$ cat src/rtl/dcache_uncached_issue.sv
// Uncached load/store issue front-end for dcache_pass; loads block, stores post.
// Define DCACHE_UNCACHED_STRICT_EN to make every store block until its ack.
package dcache_pkg;

  typedef struct packed {
    logic        read;
    logic        write;
    logic [31:0] paddr;
    logic [3:0]  be;
    logic [31:0] wrdata;
  } dcache_req;

  typedef struct packed {
    logic        valid;
    logic [31:0] rddata;
  } dcache_resp;

endpackage

module dcache_uncached_issue
  import dcache_pkg::*;
#(
  parameter int MAX_PENDING = 8,
  parameter int CNT_WIDTH   = $clog2(MAX_PENDING + 1)
) (
  input  logic        clk,
  input  logic        rst,
  input  logic        req_valid,
  input  logic        req_read,
  input  logic        req_write,
  input  logic [31:0] req_paddr,
  input  logic [3:0]  req_be,
  input  logic [31:0] req_wrdata,
  output logic        req_ready,
  output logic        resp_valid,
  output logic [31:0] resp_rddata,
  output dcache_req   pass_req,
  output logic        pass_push,
  input  logic        pass_full,
  input  dcache_resp  pass_resp
);

  localparam logic [CNT_WIDTH-1:0] MAX_CNT =
    CNT_WIDTH'(MAX_PENDING);
  localparam logic [CNT_WIDTH-1:0] ONE =
    CNT_WIDTH'(1);

  typedef enum logic [1:0] {
    ISSUE_IDLE,
    ISSUE_WAIT_LOAD
`ifdef DCACHE_UNCACHED_STRICT_EN
    , ISSUE_WAIT_STORE
`endif
  } issue_state_e;

  issue_state_e         state;
  logic [CNT_WIDTH-1:0] pending;
  logic [CNT_WIDTH-1:0] skip;
  logic [CNT_WIDTH-1:0] skip_init;
  logic                 resp_dec;

  always_comb begin
    req_ready = (state == ISSUE_IDLE)
              && !pass_full
              && (pending < MAX_CNT);
  end

  assign pass_push = req_valid & req_ready;

  always_comb begin
    pass_req        = '0;
    pass_req.read   = req_read;
    pass_req.write  = req_write;
    pass_req.paddr  = req_paddr;
    pass_req.be     = req_be;
    pass_req.wrdata = req_wrdata;
  end

  // A stray response with nothing in flight is dropped, never wrapped.
  assign resp_dec  = pass_resp.valid && (pending != '0);
  assign skip_init = resp_dec ? pending - ONE : pending;

  always_ff @(posedge clk) begin
    if (rst) begin
      pending <= '0;
    end else begin
      if (pass_resp.valid)
        assert (pending != '0);
      if (pass_push && !resp_dec)
        pending <= pending + ONE;
      else if (!pass_push && resp_dec)
        pending <= pending - ONE;
    end
  end

  always_ff @(posedge clk) begin
    if (rst) begin
      state       <= ISSUE_IDLE;
      skip        <= '0;
      resp_valid  <= 1'b0;
      resp_rddata <= '0;
    end else begin
      resp_valid <= 1'b0;
      unique case (state)
        ISSUE_IDLE: begin
          if (pass_push && req_read) begin
            skip  <= skip_init;
            state <= ISSUE_WAIT_LOAD;
          end
`ifdef DCACHE_UNCACHED_STRICT_EN
          else if (pass_push) begin
            skip  <= skip_init;
            state <= ISSUE_WAIT_STORE;
          end
`endif
        end
        ISSUE_WAIT_LOAD: begin
          // Hold one extra cycle so ready stays low while resp_valid is up.
          if (resp_valid) begin
            state <= ISSUE_IDLE;
          end else if (pass_resp.valid) begin
            if (skip == '0) begin
              resp_valid  <= 1'b1;
              resp_rddata <= pass_resp.rddata;
            end else begin
              skip <= skip - ONE;
            end
          end
        end
`ifdef DCACHE_UNCACHED_STRICT_EN
        ISSUE_WAIT_STORE: begin
          if (pass_resp.valid) begin
            if (skip == '0)
              state <= ISSUE_IDLE;
            else
              skip <= skip - ONE;
          end
        end
`endif
        default: state <= ISSUE_IDLE;
      endcase
    end
  end

endmodule

$ cat config.mk
export PLATFORM = sky130hd
export DESIGN_NAME = dcache_uncached_issue
export DESIGN_NICKNAME = d
export VERILOG_FILES = /design/src/rtl/dcache_uncached_issue.sv
export SDC_FILE = /design/constraint.sdc
export NUM_CORES = 1
export LEC_CHECK = 0
export CAP_MARGIN = 15
export CORE_AREA = 2 2 90 92
export CTS_BUF_LIST = sky130_fd_sc_hd__clkbuf_16
export DETAILED_ROUTE_END_ITERATION = 12
export DIE_AREA = 0 0 92 94
export PLACE_DENSITY_LB_ADDON = 0.25
export SLEW_MARGIN = 0
export SYNTH_ARGS = -nofsm -noshare
export SYNTH_HDL_FRONTEND = slang
export SYNTH_SLANG_ARGS = --single-unit
$ cat constraint.sdc
create_clock -name clk -period 5.4 [get_ports clk]
set_input_delay 1.08 -clock clk [delete_from_list [all_inputs] [get_ports clk]]
set_output_delay 1.08 -clock clk [all_outputs]
set_load 0.03 [all_outputs]
Word-level counts from Yosys, hierarchy flattened
Cells that the tools add are included.
{ "op_classes": {"add_sub_neg": 3, "magnitude_cmp": 1, "n_eq_ne": 6, "mux": 12, "n_bitwise": 4, "n_reduce_logical": 18} }
{ "op_table": {"columns": ["operator", "count"], "rows": [
  ["4-bit 2-to-1 mux", 7],
  ["2-bit != test, second input constant", 4],
  ["4-bit one-hot mux with 2 select lines", 1],
  ["4-bit by 1-bit subtractor with 4-bit output, second input constant", 2],
  ["1-bit logical AND", 6],
  ["5-bit AND reduction", 1],
  ["4-bit by 1-bit adder with 4-bit output, second input constant", 1],
  ["4-bit zero test", 1],
  ["4-bit < comparator, second input constant", 1],
  ["2-bit 2-to-1 mux", 2],
  ["2-bit one-hot mux with 2 select lines", 1],
  ["4-bit AND reduction", 1],
  ["2-bit nonzero test", 2],
  ["4-bit nonzero test", 1],
  ["4-bit OR reduction", 1],
  ["1-bit zero test", 3],
  ["1-bit NOT", 3],
  ["2-bit by 1-bit equality test with 1-bit output, second input constant", 1],
  ["2-bit zero test", 1],
  ["2-bit by 1-bit != test with 1-bit output, second input constant", 1],
  ["2-bit AND reduction", 1],
  ["1-bit bitwise AND", 1],
  ["1-bit 2-to-1 mux", 1]
]} }
{ "totals": {"register_bits": 43} }

Longest topological paths before layout
{ "depth": {"ltp_word": 8, "depth_mapped": 9, "depth_no_buf": 9} }

Worst setup path after synthesis
Ideal clock, no wire load.
{ "synth_timing": {"kind": "input to output", "startpoint": "input pass_full", "endpoint": "output req_ready", "t_arrival_ns": 1.732, "required_time_ns": 4.320, "setup_slack_ns": 2.588, "path_stages": 1, "cell_sequence": "nor3_1"} }
{ "synth_via": {"elab_chain_len": 3} }
{ "synth_lines": {"columns": ["element", "line", "rtl"], "rows": [
  ["start: declaration", "39", "input logic pass_full,"],
  ["1-bit zero test", "64", "&& !pass_full"],
  ["1-bit logical AND", "64", null],
  ["1-bit logical AND", "65", "&& (pending < MAX_CNT);"],
  ["end: declaration", "34", "output logic req_ready,"]
]} }
Every way passes these cells.

Worst setup path after layout
{ "layout_timing": {"startpoint": "input pass_full", "endpoint": "output pass_push"} }
{ "layout_via": {"elab_chain_len": 4} }
{ "layout_lines": {"columns": ["element", "line", "rtl"], "rows": [
  ["1-bit zero test", "64", null],
  ["1-bit logical AND", "64", null],
  ["1-bit logical AND", "65", null],
  ["1-bit bitwise AND", "68", "assign pass_push = req_valid & req_ready;"],
  ["end: declaration", "38", "output logic pass_push,"]
]} }
Every way passes these cells.

==> run_results.csv <==
group,metric,value,unit
placed_design,portBuffers,73,
floorplanning,die_area,8650,um2
clocking,post_cts_resized,0,
timing,setup_viol,0,
clocking,htreeDepth,2,
routing,first_iter_violations,27,
power_and_ir_drop,p_leak,0.000949,uW
flow_run,maxCapViolCount,0,
timing,rsz0062_at_grt,"no",
synthesis,synth_mux_area_frac,0.0180,
routing,drc,0,
clocking,clk_latency,0.28,ns
synthesis,ys_async_sr_fraction,0,
synthesis,synth_top_family_by_area,"buffers and inverters",
clocking,clock-root-buffer,"clkbuf_16",
layout,n_antenna_cell,0,
synthesis,synth_fp_nets,398,
synthesis,postSynthCellCount,287,
timing,slew_viol_final,0,
clocking,clock_path_buffers,2,
floorplanning,ioPinCount,212,
layout,area_delta_synth_final,18.5,%
routing,ant_nets,0,
layout,fin_util,0.358,
timing,relSlewSlack,0.483,
clocking,clk_pin_slew_worst_paths,0.06,ns
clocking,cts.sinks,42,
synthesis,synth_edf_count,0,
synthesis,synth_xor_area_frac,0.0114,
synthesis,synth_compound_area_frac,0.120,
routing,vias_per_cell,4.54,
power_and_ir_drop,power_density,321,nW/um2
layout,final_common_cell,"clkdlybuf4s50_1",
critical_path,cp.arrival,2.69,ns
timing,fin_crit,3.77,ns
timing,skew,0.00562,ns
synthesis,avgSynthCellArea,8.01,um2
min_path,hp-class,"reg2reg",
critical_path,required,4.32,ns
timing,fin_hold_ws,0.452,ns
timing,tns,0,ns
clocking,hold_buffers,0,
synthesis,ys_seq_elements,42,
critical_path,cp-start-kind,"input port",
layout,layout_common_cells,"73 x clkdlybuf4s50_1, 67 x nand2_1, 42 x dfxtp_1, 39 x a21oi_1, 11 x nor2_1",
floorplanning,initial_utilization,0.302,
floorplanning,chipHeight,94,um
clocking,cts_inserted_buffers,5,
synthesis,ys.warnings.count,0,
synthesis,synthFlopType,"dfxtp_1",
layout,drive_above_1_share,0.0625,
routing,wl_per_cell,13.7,um
timing,period_share,0.697,
clocking,cts_setup_buffers,0,
placed_design,hpwl,3.74,mm
routing,num_vias,1771,
routing,wirelength,5.34,mm
layout,fin_nets,398,
power_and_ir_drop,ir_drop,128,uV
global_routing,grt_usage,0.119,
floorplanning,fp-row-count,32,
critical_path,worstPathMaxFanout,5,
global_routing,antenna_found_initial,0,
layout,nFillCells,827,
timing,final-hold-violation-count,0,
outcome,status,"complete, no violations",
synthesis,syn-cell-area,2300,um2
clocking,cts_tree,"built",
floorplanning,core_area,7610,um2
global_routing,grt_max_degree,33,
global_routing,grt_pass1_vias,1640,
floorplanning,dieWidth,92,um
timing,max_slew.worst_pin.slew,0.772,ns
routing,dr.pass1.iters,4,
global_routing,grt_pass1_wl,8.22,mm
synthesis,ys_seq_area_frac,0.366,
synthesis,synth_fa_ha_area_frac,0.0218,
synthesis,synth-simple-area-share,0.188,
global_routing,gr-total-overflow,0,
timing,fmax,266,MHz
placed_design,gp_congestion,0.754,
critical_path,crit_type,"in2out",
critical_path,worstSetupEndpointType,"primary output",
synthesis,ys_types,36,
report_power, final:
group	leakage, uW	switching, uW	total [uW]	internal (uW)
clock network	0.0000698	123	294	171
logic	0.000539	110	218	108
registers	0.000340	29.1	361	332
total	0.000949	262	873	611
cells by family after synthesis:
| kind of cell | Yosys count |
|---|---|
| DFF | 42 |
| xor gates and xnor gates | 3 |
| buffers and inverters | 90 |
| AOI/OAI and AO/OA | 49 |
| muxes | 4 |
| adders and majority gates | 4 |
| and+or+nand+nor | 95 |
synth_stat cells (3+ instances only):
| library cell | n | area share |
|---|---|---|
| dfxtp_1 | 42 | 0.37 |
| or3_1 | 3 | 0.0082 |
| nor2_1 | 11 | 0.018 |
| nand2_1 | 67 | 0.11 |
| buf_4 | 70 | 0.23 |
| mux2i_1 | 3 | 0.013 |
| inv_1 | 7 | 0.011 |
| buf_2 | 3 | 0.0065 |
| clkbuf_1 | 7 | 0.011 |
| a21oi_1 | 39 | 0.085 |
| ha_1 | 4 | 0.022 |
path summary, 6_finish.rpt:
check	startpoint	to	slack, ns	cells after the start
min reg2reg	resp_rddata[12]	resp_rddata[12]	0.45	2
max reg2reg	pending[0]	pending[3]	3.16	9
min	resp_rddata[12]	resp_rddata[12]	0.45	2
max	pass_full	pass_push	1.63	3
sequential cells by signal (all words and copies together) (netlist names):
register     cells
pending          4
skip             4
resp_valid       1
state            1
resp_rddata     32
area by class of cell:
cell class | count | area, um2 | area share
well taps | 102 | 128 | 0.0469
inverters | 7 | 26.3 | 0.00965
repair buffers | 76 | 753 | 0.277
clock inverters | 3 | 21.3 | 0.00781
flip-flops and latches | 42 | 841 | 0.309
clock buffers | 5 | 125 | 0.0460
multi-input cells | 155 | 828 | 0.304
per-layer routing:
metal  GRT usage  part of all wire  up-vias
met5           0                 0        -
met4      0.0672             0.043        0
met3      0.0457             0.091       33
met2       0.188              0.44       69
met1       0.139              0.43      811
li1            -                 -      858
through the flow:
step	worst slack [ns]	instances	total power, uW	cell area, um2
2_1_floorplan	2.59	287	606	2300
3_3_place_gp	1.68	382	584	2580
3_5_place_dp	1.62	382	586	2580
4_1_cts	1.61	390	888	2720
5_1_grt	1.55	390	928	2720
6_report	1.63	390	873	2720
worst max-delay path, stage by stage:
cell and delay, ns:
clkdlybuf4s50_1 0.45, nor4b_4 0.39, clkdlybuf4s50_1 0.76
Power figures use the tool's default switching activity.
